===== src/rtl/drive_controller.sv =====
// Two-channel H-bridge drive controller.
// Channel A drives the right motor and channel B drives the left motor. One PWM
// counter is shared, with two duty levels (full, veer) clamped to a ceiling.
// The controller handles forward and reverse travel, with a braked dead-time
// before every polarity reversal. It also runs a timed back-up after a
// collision and a timed pause at junctions.
// Interface: there is no valid/ready handshake. dir, colDetect and reverseMode
// are level inputs sampled on every rising clock edge. Every output is a
// registered image of the counter and state from the previous cycle. The
// state output shows the FSM code of that same previous cycle.
module drive_controller #(
  parameter int unsigned CLK_HZ        = 50_000_000,
  parameter int unsigned PWM_FREQ      = 80,
  parameter int unsigned FULL_PCT      = 80,
  parameter int unsigned VEER_PCT      = 40,
  parameter int unsigned MAX_PCT       = 80,
  parameter int unsigned CNT_W         = 20,
  parameter int unsigned DEAD_CYCLES   = 50_000,
  parameter int unsigned BACKUP_CYCLES = 25_000_000,
  parameter int unsigned JUNC_CYCLES   = 25_000_000,
  parameter int unsigned TMR_W         = 26
) (
  input  logic       clk,
  input  logic       rstN,
  input  logic [3:0] dir,
  input  logic       colDetect,
  input  logic       reverseMode,
  output logic       hbEnA,
  output logic       hbEnB,
  output logic       hbIn1,
  output logic       hbIn2,
  output logic       hbIn3,
  output logic       hbIn4,
  output logic [2:0] state,
  output logic       pwmSync
);

  // PWM on-counts are computed in 64 bits and truncated. A 0% duty gives an
  // on-count of 0, so the enable stays low.
  localparam longint unsigned PERIOD    = longint'(CLK_HZ / PWM_FREQ);
  localparam longint unsigned FULL_EFF  = (FULL_PCT < MAX_PCT) ? FULL_PCT : MAX_PCT;
  localparam longint unsigned VEER_EFF  = (VEER_PCT < MAX_PCT) ? VEER_PCT : MAX_PCT;
  localparam longint unsigned FULL_ON   = (PERIOD * FULL_EFF) / 100;
  localparam longint unsigned VEER_ON   = (PERIOD * VEER_EFF) / 100;
  localparam logic [CNT_W:0]   FULL_ON_C = FULL_ON[CNT_W:0];
  localparam logic [CNT_W:0]   VEER_ON_C = VEER_ON[CNT_W:0];
  localparam logic [CNT_W-1:0] PERIOD_M1 = CNT_W'(PERIOD - 1);
  localparam logic [TMR_W-1:0] DEAD_LD   = TMR_W'(DEAD_CYCLES - 1);
  localparam logic [TMR_W-1:0] BACKUP_LD = TMR_W'(BACKUP_CYCLES - 1);
  localparam logic [TMR_W-1:0] JUNC_LD   = TMR_W'(JUNC_CYCLES - 1);

  // Polarity patterns, packed as {In1, In2, In3, In4}.
  localparam logic [3:0] POL_FWD   = 4'b0110;
  localparam logic [3:0] POL_REV   = 4'b1001;
  localparam logic [3:0] POL_BRAKE = 4'b0000;

  typedef enum logic [2:0] {
    S_DEAD   = 3'd0,
    S_FWD    = 3'd1,
    S_REV    = 3'd2,
    S_COLL   = 3'd3,
    S_BACKUP = 3'd4,
    S_JUNC   = 3'd5
  } state_e;

  state_e           state_q, state_d;
  logic [TMR_W-1:0] timer_q, timer_d, timer_dec;
  logic             travel_q, travel_d;
  logic [CNT_W-1:0] cnt_q, cnt_d;
  logic             pwm_full, pwm_veer;
  logic             en_a_q, en_a_d, en_b_q, en_b_d;
  logic [3:0]       pol_q, pol_d;
  logic [2:0]       state_out_q, state_out_d;
  logic             sync_q, sync_d;
  logic             dir_unused;

  assign dir_unused = ^dir[1:0];

  // Shared PWM timebase and the two duty comparators.
  always_comb begin
    cnt_d    = (cnt_q == PERIOD_M1) ? '0 : cnt_q + 1'b1;
    pwm_full = ({1'b0, cnt_q} < FULL_ON_C);
    pwm_veer = ({1'b0, cnt_q} < VEER_ON_C);
    sync_d   = (cnt_q == '0);
  end

  // Next-state, timer and travel-direction logic.
  always_comb begin
    state_d   = state_q;
    timer_d   = timer_q;
    travel_d  = travel_q;
    timer_dec = (timer_q == '0) ? '0 : timer_q - 1'b1;
    case (state_q)
      S_DEAD: begin
        if (timer_q == '0) state_d = travel_q ? S_REV : S_FWD;
        else               timer_d = timer_dec;
      end
      S_FWD, S_REV: begin
        if (colDetect) begin
          state_d = S_COLL;
          timer_d = DEAD_LD;
        end else if (reverseMode != travel_q) begin
          travel_d = reverseMode;
          state_d  = S_DEAD;
          timer_d  = DEAD_LD;
        end else if (dir[3:2] == 2'b11) begin
          state_d = S_JUNC;
          timer_d = JUNC_LD;
        end
      end
      S_COLL: begin
        if (!colDetect && timer_q == '0) begin
          state_d = S_BACKUP;
          timer_d = BACKUP_LD;
        end else begin
          timer_d = timer_dec;
        end
      end
      S_BACKUP: begin
        if (colDetect) begin
          state_d = S_COLL;
          timer_d = DEAD_LD;
        end else if (timer_q == '0) begin
          state_d = S_DEAD;
          timer_d = DEAD_LD;
        end else begin
          timer_d = timer_dec;
        end
      end
      S_JUNC: begin
        // The bridge is already braked here, so leaving goes straight to
        // travel in the latched direction.
        if (colDetect) begin
          state_d = S_COLL;
          timer_d = DEAD_LD;
        end else if (timer_q == '0 && dir[3:2] != 2'b11) begin
          travel_d = reverseMode;
          state_d  = reverseMode ? S_REV : S_FWD;
        end else begin
          timer_d = timer_dec;
        end
      end
      default: begin
        state_d = S_DEAD;
        timer_d = DEAD_LD;
      end
    endcase
  end

  // Bridge drive for the current state. Steering is mirrored in reverse
  // because the motors swap sides relative to the direction of travel.
  always_comb begin
    en_a_d      = 1'b0;
    en_b_d      = 1'b0;
    pol_d       = POL_BRAKE;
    state_out_d = state_q;
    case (state_q)
      S_FWD: begin
        pol_d = POL_FWD;
        case (dir[3:2])
          2'b00:   begin en_a_d = pwm_full; en_b_d = pwm_full; end
          2'b01:   begin en_a_d = pwm_veer; en_b_d = pwm_full; end
          2'b10:   begin en_a_d = pwm_full; en_b_d = pwm_veer; end
          default: ;
        endcase
      end
      S_REV: begin
        pol_d = POL_REV;
        case (dir[3:2])
          2'b00:   begin en_a_d = pwm_full; en_b_d = pwm_full; end
          2'b01:   begin en_a_d = pwm_full; en_b_d = pwm_veer; end
          2'b10:   begin en_a_d = pwm_veer; en_b_d = pwm_full; end
          default: ;
        endcase
      end
      S_BACKUP: begin
        pol_d  = travel_q ? POL_FWD : POL_REV;
        en_a_d = pwm_veer;
        en_b_d = pwm_veer;
      end
      default: ;
    endcase
  end

  // State, timer, counter and registered outputs.
  always_ff @(posedge clk) begin
    if (!rstN) begin
      state_q     <= S_DEAD;
      timer_q     <= DEAD_LD;
      travel_q    <= 1'b0;
      cnt_q       <= '0;
      en_a_q      <= 1'b0;
      en_b_q      <= 1'b0;
      pol_q       <= POL_BRAKE;
      state_out_q <= 3'd0;
      sync_q      <= 1'b0;
    end else begin
      state_q     <= state_d;
      timer_q     <= timer_d;
      travel_q    <= travel_d;
      cnt_q       <= cnt_d;
      en_a_q      <= en_a_d;
      en_b_q      <= en_b_d;
      pol_q       <= pol_d;
      state_out_q <= state_out_d;
      sync_q      <= sync_d;
    end
  end

  assign hbEnA   = en_a_q;
  assign hbEnB   = en_b_q;
  assign hbIn1   = pol_q[3];
  assign hbIn2   = pol_q[2];
  assign hbIn3   = pol_q[1];
  assign hbIn4   = pol_q[0];
  assign state   = state_out_q;
  assign pwmSync = sync_q;

endmodule


===== config.mk =====
export PLATFORM = sky130hd
export DESIGN_NAME = drive_controller
export DESIGN_NICKNAME = d
export VERILOG_FILES = /design/src/rtl/drive_controller.sv
export SDC_FILE = /design/constraint.sdc
export NUM_CORES = 1
export LEC_CHECK = 0
export BUFFER_PORTS_ARGS = -buffer_cell sky130_fd_sc_hd__buf_2
export CAP_MARGIN = 30
export CORE_UTILIZATION = 50
export CTS_CLUSTER_SIZE = 16
export DETAILED_ROUTE_END_ITERATION = 10
export GPL_TIMING_DRIVEN = 0
export PLACE_DENSITY = 0.67
export SKIP_LAST_GASP = 1
export SYNTH_ARGS = -nofsm -noshare
export SYNTH_HDL_FRONTEND = slang
export SYNTH_SLANG_ARGS = --single-unit

===== constraint.sdc =====
create_clock -name clk -period 5.2 [get_ports clk]
set_input_delay 0.78 -clock clk [delete_from_list [all_inputs] [get_ports clk]]
set_output_delay 0.78 -clock clk [all_outputs]
set_load 0.005 [all_outputs]

==> summary.txt, run 1 <==
Synthesis
  – Syn nets: 437
  – Top post-synthesis cells by area: dfxtp_1, nor2_1, a21oi_1, xor2_1, nand2_1
  – Post-synthesis mux area share: 0.901%
  – Synth Area in Compound Gates: 23.6%
  – Synth Area in XOR/XNOR: 4.99%
  – #FFs+latches synth: 58
  – Seq/Total Area, Yosys: 34.8%
  – Post-synth top area cell: dfxtp_1
  – Top-area cell type share of the netlist area: 34.8%
  – Yosys warnings: 0
  – Largest family of logic cells by synthesized area: simple AND/OR/NAND/NOR gates
  – Synth Cell Area: 3330 um^2
  – Post-Synth Simple-Gate Area: 29.5%
  – Cells after Synth: 426
  – Most common flop cell mapped by yosys: dfxtp_1
  – Mean Syn Cell Area: 7.83 um^2
  – Adder-cell area share of the yosys netlist: 1.13%
  – Netlist cell types: 64
  – Number of synthesized flops with an enable pin: 0
  – Async set-reset flop share out of synthesis: 0%

Place
  – Port bufs: 15
  – Gpl congestion: 0.939
  – DP Cell Count: 518
  – Cell area after placement: 3510 um^2
  – DP HPWL: 6090 um

Timing
  – Clock skew: 0.00590 ns
  – Fmax: 0.395 GHz
  – Worst Tran Pin Value: 0.765 ns
  – Fin crit share: 48.7%
  – Slew margin rel.: 48.4%
  – Fin Setup TNS: 0 ns
  – Post-layout minimum cycle time: 2.53 ns
  – Setup-failing EPs final: 0
  – RSZ-0062 raised after global routing: no
  – Slew Viols, Final: 0
  – Hold Violations, Final: 0

Final layout
  – Nets: 463
  – Multi-input logic area: 2000 um^2
  – Most common cell after layout, fill and taps aside: nor2_1
  – Layout Area Growth over Synthesis: 9.91%
  – Fillcell total: 600
  – Reg area: 1160 um^2
  – Non-filler cells, final: 531
  – Commonest non-fill, non-tap cells in the layout: nor2_1, dfxtp_1, nand2_1
  – Finished Core Util: 57.4%
  – # diodes: 0
  – Share of layout cells above drive strength 1: 12.3%
  – Final Cell Area: 3660 um^2

Critical path
  – Crit Path Class: register to register
  – Critical path endpoint category: register
  – Crit-path max FO: 9
  – CP required: 5.39 ns
  – WP data arrival: 2.72 ns
  – Worst setup SP type: register
  – Setup crit start: timer_q[0]
  – RR Startpoint: timer_q[0]

Clocking
  – # hold bufs at CTS: 0
  – CTS sink cnt: 58
  – Clk_lat worst skew: 0.35 ns
  – Clock Pin Slew Worst Setup and Hold Paths: 0.06 ns
  – Post_cts resized: 0
  – Clock root buffer: clkbuf_8
  – CTS tree: built
  – TritonCTS Buffers: 9
  – Post-CTS setup buffer count: 0
  – H-tree depth: 3
  – Max clock buf depth: 2

Die
  – Core Rows: 29
  – Initial Utilization: 52.2%
  – DIE AREA: 7000 um^2
  – Die span in y: 83.7 um
  – Core area: 6390 um^2
  – Boundary pin count: 18
  – Die Width: 83.7 um

Run
  – Max-Cap Viols: 0

Run status
  – Run status: finished, final reports clean

Global route
  – First-pass GRT wire length: 14800 um
  – Total congestion overflow: 0
  – Largest net degree at the start of global routing: 11
  – Vias in the first global route: 3032
  – Antenna violations before repair: 0
  – GRT Util Overall: 26.2%

Hold path
  – Hold/Removal Path Class: register to register
  – Worst hold start: cnt_q[0]

Routing
  – Post-detailed-route wirelength per cell: 16.2 um
  – First drt pass iteration count: 5
  – Routed Antenna Nets: 0
  – DRT iter0 DRCs: 254
  – Post-Route WL: 8580 um
  – Vias: 3310
  – Via density per instance: 6.23
  – # DRC: 0

Power and ir drop
  – VDD IR-drop max: 0.201 mV
  – P per Cell Area: 315 nW/um^2
  – Leak: 1.34 nW
-- area by class of cell --
| type | count | area share, % |
|---|---|---|
| repair buffers | 15 | 2.05 |
| well taps | 77 | 2.63 |
| flip-flops and latches | 58 | 31.7 |
| plain buffers | 26 | 3.38 |
| multi-input cells | 330 | 54.7 |
| clock buffers | 13 | 4.34 |
| inverters | 12 | 1.23 |
-- final timing paths --
check,end,slack (ns),depth (start not counted)
max,timer_q[15],2.67,8
max reg2reg,timer_q[15],2.67,8
min,cnt_q[0],0.46,1
min reg2reg,cnt_q[0],0.46,1
-- registers in the layout, summed over array words and instances (netlist names) --
register and cells:
state_out_d 3, state 3, pol_q 2, pwmSync 1, cnt_q 20, timer_q 26
hbEnB 1, hbEnA 1, travel_q 1
-- Yosys cell counts, drive strengths merged (4+ instances only) --
cell type / count
nor2: 61
dfxtp: 58
nand2: 32
a21oi: 30
o21ai: 26
nor3: 20
nand3: 15
xor2: 15
buf: 13
clkbuf: 13
o31ai: 13
inv: 12
nor4: 12
nand4: 11
or3: 8
o22ai: 7
nand2b: 5
nor2b: 5
o211ai: 5
a22o: 4
and4: 4
or2: 4
xnor2: 4
-- cell families after synthesis --
family | Yosys count
mux | 3
xor+xnor | 19
simple gates | 187
flops | 58
buf+inv | 38
fa+ha+maj | 3
compound gates | 118
-- report_power, final --
group          total, W  switching [W]  internal, W
clock network  0.000360       0.000169     0.000191
logic          0.000281       0.000172     0.000109
registers      0.000512      0.0000329     0.000480
-- worst max-delay path, cell delays in order, from the launching register on --
cell      delay [ns]
dfxtp_1         0.34
inv_1           0.06
ha_1            0.18
nor4b_2         0.40
nand4_2         0.34
nor2_2          0.31
a21oi_1         0.26
nor3_2          0.33
o221ai_1        0.16
-- stage by stage --
step | worst slack [ns] | hold WS, ns | power [W]
finish | 2.67 | 0.463 | 0.00115
floorplan | 3.03 | 0.430 | 0.000724
global placement | 2.49 | 0.444 | 0.000793
CTS | 2.68 | 0.466 | 0.00116
detailed placement | 2.47 | 0.453 | 0.000797
global route | 2.40 | 0.510 | 0.00122
-- per-layer routing --
metal / GRT usage [%] / vias to the layer above / share of wire (%)
li1: - / 1622 / -
met1: 35.8 / 1542 / 46
met2: 39.7 / 125 / 45
met3: 5.64 / 21 / 6.5
met4: 11.9 / 0 / 2.5
met5: 0 / - / 0
(Power assumes the default switching activity.)
==> run 2: changes to the inputs <==
--- a/config.mk
+++ b/config.mk
@@ -5,13 +5,14 @@
 export SDC_FILE = /design/constraint.sdc
 export NUM_CORES = 1
 export LEC_CHECK = 0
+export ABC_AREA = 1
 export BUFFER_PORTS_ARGS = -buffer_cell sky130_fd_sc_hd__buf_2
 export CAP_MARGIN = 30
 export CORE_UTILIZATION = 50
 export CTS_CLUSTER_SIZE = 16
 export DETAILED_ROUTE_END_ITERATION = 10
 export GPL_TIMING_DRIVEN = 0
-export PLACE_DENSITY = 0.67
+export PLACE_DENSITY = 0.7
 export SKIP_LAST_GASP = 1
 export SYNTH_ARGS = -nofsm -noshare
 export SYNTH_HDL_FRONTEND = slang
==> constraint.sdc (replaced) <==
create_clock -name clk -period 2.25 [get_ports clk]
set_input_delay 0.3375 -clock clk [delete_from_list [all_inputs] [get_ports clk]]
set_output_delay 0.3375 -clock clk [all_outputs]
set_load 0.005 [all_outputs]
==> run 2 against run 1 <==
Against the previous run:
- first-iteration DRC count down 9.4%
- sequential power rose by 110%
- global-route usage shrank 0.87 points
- power increased by 100%
- critical path type unchanged
- largest cell class unchanged
- highest routed layer unchanged
==> summary.txt, run 2 <==
Global route
  – Largest net degree at the start of global routing: 11
  – Antenna violations before repair: 0
  – Total congestion overflow: 0
  – Vias in the first global route: 3361
  – GRT Util Overall: 25.4%
  – First-pass GRT wire length: 15400 um

Clocking
  – Clk_lat worst skew: 0.35 ns
  – Clock Pin Slew Worst Setup and Hold Paths: 0.07 ns
  – CTS tree: built
  – Clock root buffer: clkbuf_8
  – TritonCTS Buffers: 9
  – Post-CTS setup buffer count: 0
  – H-tree depth: 3
  – Max clock buf depth: 2
  – # hold bufs at CTS: 0
  – CTS sink cnt: 58
  – Post_cts resized: 0

Die
  – Boundary pin count: 18
  – Die span in y: 89.0 um
  – Initial Utilization: 51.9%
  – Core Rows: 31
  – Die Width: 89.0 um
  – DIE AREA: 7920 um^2
  – Core area: 7290 um^2

Timing
  – Fin Setup TNS: 0 ns
  – Slew Viols, Final: 0
  – Hold Violations, Final: 0
  – Worst Tran Pin Value: 0.740 ns
  – Clock skew: 0.00869 ns
  – Fmax: 0.485 GHz
  – Slew margin rel.: 50.6%
  – Post-layout minimum cycle time: 2.06 ns
  – Setup-failing EPs final: 0
  – RSZ-0062 raised after global routing: no
  – Fin crit share: 91.6%

Synthesis
  – Most common library cells after synthesis: nand2_1, nor2_1, inv_1
  – Count leader, synth: nand2_1
  – Top post-synthesis cells by area: dfxtp_1, nand2_1, nor2_1, nand3_1, inv_1
  – Syn nets: 610
  – Number of synthesized flops with an enable pin: 0
  – Post-synth top area cell: dfxtp_1
  – Post-Synth Simple-Gate Area: 44.7%
  – Post-synthesis mux area share: 0%
  – Top-area cell type share of the netlist area: 30.7%
  – Cells after Synth: 599
  – Most common flop cell mapped by yosys: dfxtp_1
  – Adder-cell area share of the yosys netlist: 0.992%
  – Mean Syn Cell Area: 6.31 um^2
  – Yosys warnings: 0
  – Synth Cell Area: 3780 um^2
  – Async set-reset flop share out of synthesis: 0%
  – Synth Area in XOR/XNOR: 4.17%
  – Netlist cell types: 40
  – #FFs+latches synth: 58
  – Synth Area in Compound Gates: 8.83%
  – Largest family of logic cells by synthesized area: simple AND/OR/NAND/NOR gates
  – Seq/Total Area, Yosys: 30.7%

Final layout
  – Finished Core Util: 57.9%
  – Share of layout cells above drive strength 1: 12.7%
  – Max reg flops: 26
  – Layout Area Growth over Synthesis: 11.7%
  – Commonest non-fill, non-tap cells in the layout: nand2_1, nor2_1, inv_1
  – Most common cell after layout, fill and taps aside: nand2_1
  – Top reg by flops: timer_q
  – Top Registers: timer_q: 26 flops, cnt_q: 20 flops
  – # diodes: 0
  – Nets: 636

Power and ir drop
  – Clock power frac: 51.6%
  – P per Cell Area: 553 nW/um^2
  – Leak: 1.96 nW
  – Logic pwr share: 3.6%
  – Net Switching: 0.000513 W
  – Power Internal: 0.00182 W
  – Flop pwr share: 44.8%
  – VDD IR-drop max: 0.375 mV
  – Switching Share: 22.0%

Critical path
  – Worst setup SP type: register
  – WP data arrival: 2.27 ns
  – Crit Path Class: register to register
  – CP required: 2.45 ns
  – Critical path endpoint category: register
  – Crit-path max FO: 10

Routing
  – Routed Antenna Nets: 0
  – Post-Route WL: 9220 um
  – DRT iter0 DRCs: 230
  – First drt pass iteration count: 5
  – Vias: 3801
  – Post-detailed-route wirelength per cell: 12.7 um
  – # DRC: 0
  – Via density per instance: 5.22

Hold path
  – Hold/Removal Path Class: input pin to register

Place
  – Gpl congestion: 0.905
  – Port bufs: 15
  – DP HPWL: 6930 um

Run status
  – Run status: finished, final reports clean

Run
  – Max-Cap Viols: 0
-- run 2: cell types whose count changed in the layout (fill, tap and decap cells not counted), sizes merged, moves of 6 or more --
cell    before  now
inv         12   78
clkbuf      26   14
o31ai       13    0
or3          8    0
o22ai        7    0
nand4       11   17
nand2       32  167
nand3       15   65
nor3        20   13
nor2        61   99
o21ai       26   15
nor4        12    3
-- run 2: metrics by stage --
stage          power (W)  hold WS, ns  worst slack, ns  area (um^2)  cells
2_1_floorplan    0.00113        0.430            0.457         3780    599
3_3_place_gp     0.00115        0.448            0.179         3980    713
3_5_place_dp     0.00115        0.457            0.136         3980    713
4_1_cts          0.00235        0.273            0.117         4220    728
5_1_grt          0.00241        0.286          0.00634         4220    728
6_report         0.00234        0.272            0.189         4220    728
-- run 2: metal layers --
metal,share of wire (%),vias to the layer above,track usage (%)
met2,45,69,41.5
met5,0,-,0
met1,49,1751,34.0
met3,4.0,16,4.62
met4,1.6,0,8.37
li1,-,1965,-
-- run 2: cells by family after synthesis --
logic type	after synthesis
buf+inv	94
compound gates	56
flops	58
fa+ha+maj	3
xor+xnor	18
simple gates	370
-- run 2: power groups by stage --
| stage | Sequential, W | Combinational (W) | Clock, W |
|---|---|---|---|
| 3_3_place_gp | 0.00107 | 0.0000816 | 0 |
| 3_5_place_dp | 0.00107 | 0.0000846 | 0 |
| 5_1_grt | 0.00105 | 0.0000978 | 0.00126 |
| 6_report | 0.00105 | 0.0000851 | 0.00120 |
| 4_1_cts | 0.00105 | 0.0000853 | 0.00122 |
| 2_1_floorplan | 0.00107 | 0.0000568 | 0 |
-- run 2: cell type report --
type,instances,area (um^2)
Fill cell,771,3070
Multi-Input combinational cell,447,2220
Sequential cell,58,1160
Inverter,79,299
Clock buffer,10,138
Tap cell,99,124
Clock inverter,5,103
Buffer,15,103
Timing Repair Buffer,15,75.1
-- run 2: worst max-delay path, cell delays in order (launching register included) --
cell,delay (ns)
dfxtp_1,0.34
inv_1,0.09
ha_2,0.29
nand4_1,0.16
nor2_1,0.21
nand4_1,0.24
buf_2,0.27
nand3_1,0.12
nand3_1,0.07
nand2_1,0.08
a21oi_2,0.05
-- run 2: worst paths after layout --
kind                                   from          end  slack, ns  depth (start not counted)
worst min register to register     cnt_q[0]     cnt_q[0]       0.47                          1
worst max register to register   timer_q[0]  timer_q[24]       0.19                         10
worst max-delay path             timer_q[0]  timer_q[24]       0.19                         10
worst min-delay path            reverseMode     travel_q       0.27                          3
==> run 3: changes to the inputs <==
--- a/config.mk
+++ b/config.mk
@@ -8,6 +8,7 @@
 export ABC_AREA = 1
 export BUFFER_PORTS_ARGS = -buffer_cell sky130_fd_sc_hd__buf_2
 export CAP_MARGIN = 30
+export CORE_ASPECT_RATIO = 1.1
 export CORE_UTILIZATION = 50
 export CTS_CLUSTER_SIZE = 16
 export DETAILED_ROUTE_END_ITERATION = 10
==> run 3 against run 2 <==
Against the previous run:
- the run now ends with design-rule violations left
- highest routed layer unchanged
- utilization increased by 0.78 points
- clock power about the same
- final cell count decreased by 1.8%
- critical path depth increased by 2
- clock-buffer cell count unchanged
- register-to-register slack improved by 0.02 ns
- largest cell class unchanged
- maximum frequency increased by 0.81%
- via count increased by 0.95%
==> summary.txt, run 3 (synthesis results as in run 2) <==
Global route
  – First-pass GRT wire length: 15900 um
  – Antenna violations before repair: 0
  – Total congestion overflow: 0
  – Vias in the first global route: 3562
  – GRT Util Overall: 25.3%
  – Largest net degree at the start of global routing: 12

Die
  – Die span in y: 93.2 um
  – Core area: 7170 um^2
  – Initial Utilization: 52.8%
  – Boundary pin count: 18
  – Die Width: 84.9 um
  – DIE AREA: 7920 um^2
  – Core Rows: 32

Routing
  – Routed Antenna Nets: 0
  – Post-detailed-route wirelength per cell: 13.2 um
  – First drt pass iteration count: 8
  – Vias: 3837
  – Post-Route WL: 9400 um
  – DRT iter0 DRCs: 241
  – Via density per instance: 5.37
  – # DRC: 3

Final layout
  – Most common cell after layout, fill and taps aside: nand2_1
  – # diodes: 0
  – Final Cell Area: 4210 um^2
  – Share of layout cells above drive strength 1: 12.7%
  – Layout Area Growth over Synthesis: 11.2%
  – Max reg flops: 26
  – Fillcell total: 706
  – Top reg by flops: timer_q
  – Nets: 636
  – Commonest non-fill, non-tap cells in the layout: nand2_1, nor2_1, inv_1
  – Top Registers: timer_q: 26 flops, cnt_q: 20 flops

Critical path
  – Critical path endpoint category: register
  – RR Startpoint: timer_q[0]
  – WP data arrival: 2.25 ns
  – Setup crit start: timer_q[0]
  – CP required: 2.45 ns
  – Crit Path Class: register to register
  – Crit-path max FO: 10
  – Worst setup SP type: register

Power and ir drop
  – Leak: 1.96 nW
  – P per Cell Area: 554 nW/um^2
  – VDD IR-drop max: 0.489 mV

Clocking
  – # hold bufs at CTS: 0
  – Post_cts resized: 0
  – CTS tree: built
  – TritonCTS Buffers: 9
  – Clock root buffer: clkbuf_8
  – H-tree depth: 3
  – Clk_lat worst skew: 0.34 ns
  – CTS sink cnt: 58
  – Max clock buf depth: 2
  – Post-CTS setup buffer count: 0
  – Clock Pin Slew Worst Setup and Hold Paths: 0.07 ns

Place
  – DP HPWL: 6890 um
  – Port bufs: 15
  – Cell area after placement: 3960 um^2
  – Gpl congestion: 0.994

Timing
  – RSZ-0062 raised after global routing: no
  – Setup-failing EPs final: 0
  – Worst Tran Pin Value: 0.694 ns
  – Clock skew: 0.0108 ns
  – Slew margin rel.: 53.7%
  – Post-layout minimum cycle time: 2.04 ns
  – Fin crit share: 90.9%
  – Fmax: 0.489 GHz
  – Hold Violations, Final: 0
  – Slew Viols, Final: 0
  – Fin Setup TNS: 0 ns

Hold path
  – Worst hold start: reverseMode
  – Hold/Removal Path Class: input pin to register

Run status
  – Failing checks: design-rule violations
  – Run status: finished with violations

Run
  – Max-Cap Viols: 0
run 3: cell types whose count changed in the layout (fill, tap and decap cells not counted):
cell | before | now
clkbuf_1 | 4 | 5
clkbuf_8 | 10 | 9
clkinv_2 | 1 | 0
clkinvlp_4 | 1 | 2
inv_6 | 0 | 1
run 3: final cells by class:
| class | count | area, um^2 | share of cell area [%] |
|---|---|---|---|
| Buffer | 15 | 103 | 2.44 |
| Timing Repair Buffer | 15 | 75.1 | 1.78 |
| Inverter | 79 | 299 | 7.11 |
| Multi-Input combinational cell | 447 | 2220 | 52.8 |
| Sequential cell | 58 | 1160 | 27.6 |
| Clock inverter | 6 | 114 | 2.71 |
| Tap cell | 85 | 106 | 2.53 |
| Clock buffer | 10 | 128 | 3.03 |
run 3: final timing paths:
kind,slack (ns),end,depth (start not counted)
min reg2reg,0.47,cnt_q[0],1
min,0.28,travel_q,3
max,0.21,timer_q[24],12
max reg2reg,0.21,timer_q[24],12
run 3: through the flow:
step / total power, W / setup WS (ns) / utilization (%) / instances / hold WS (ns)
CTS: 0.00235 / 0.145 / 58.7 / 715 / 0.275
floorplan: 0.00113 / 0.457 / - / 599 / 0.430
detailed placement: 0.00115 / 0.157 / 55.3 / 699 / 0.456
global route: 0.00242 / 0.0402 / 58.7 / 715 / 0.302
finish: 0.00233 / 0.205 / 58.7 / 715 / 0.284
global placement: 0.00115 / 0.170 / 55.3 / 699 / 0.441
run 3: metal layers:
layer  vias to the layer above  track usage (%)  part of all wire [%]
li1                       1965                -                     -
met1                      1728             30.9                    46
met2                       113             43.7                    46
met3                        31             3.35                   4.7
met4                         0             12.6                   3.5
met5                         -                0                     0
run 3: critical path: stages, from the launching register on:
cell	delay, ns
dfxtp_1	0.34
inv_1	0.09
ha_2	0.28
nand2_4	0.11
nor2_4	0.12
nand2_2	0.09
nor2_8	0.17
nand4_2	0.13
nand3_4	0.19
inv_4	0.10
buf_6	0.15
nand2_1	0.08
a21oi_2	0.05
run 3: power by group:
part	total [W]	switching, W	internal [W]
registers	0.00105	0.00000905	0.00104
logic	0.0000842	0.0000566	0.0000276
clock network	0.00120	0.000463	0.000740
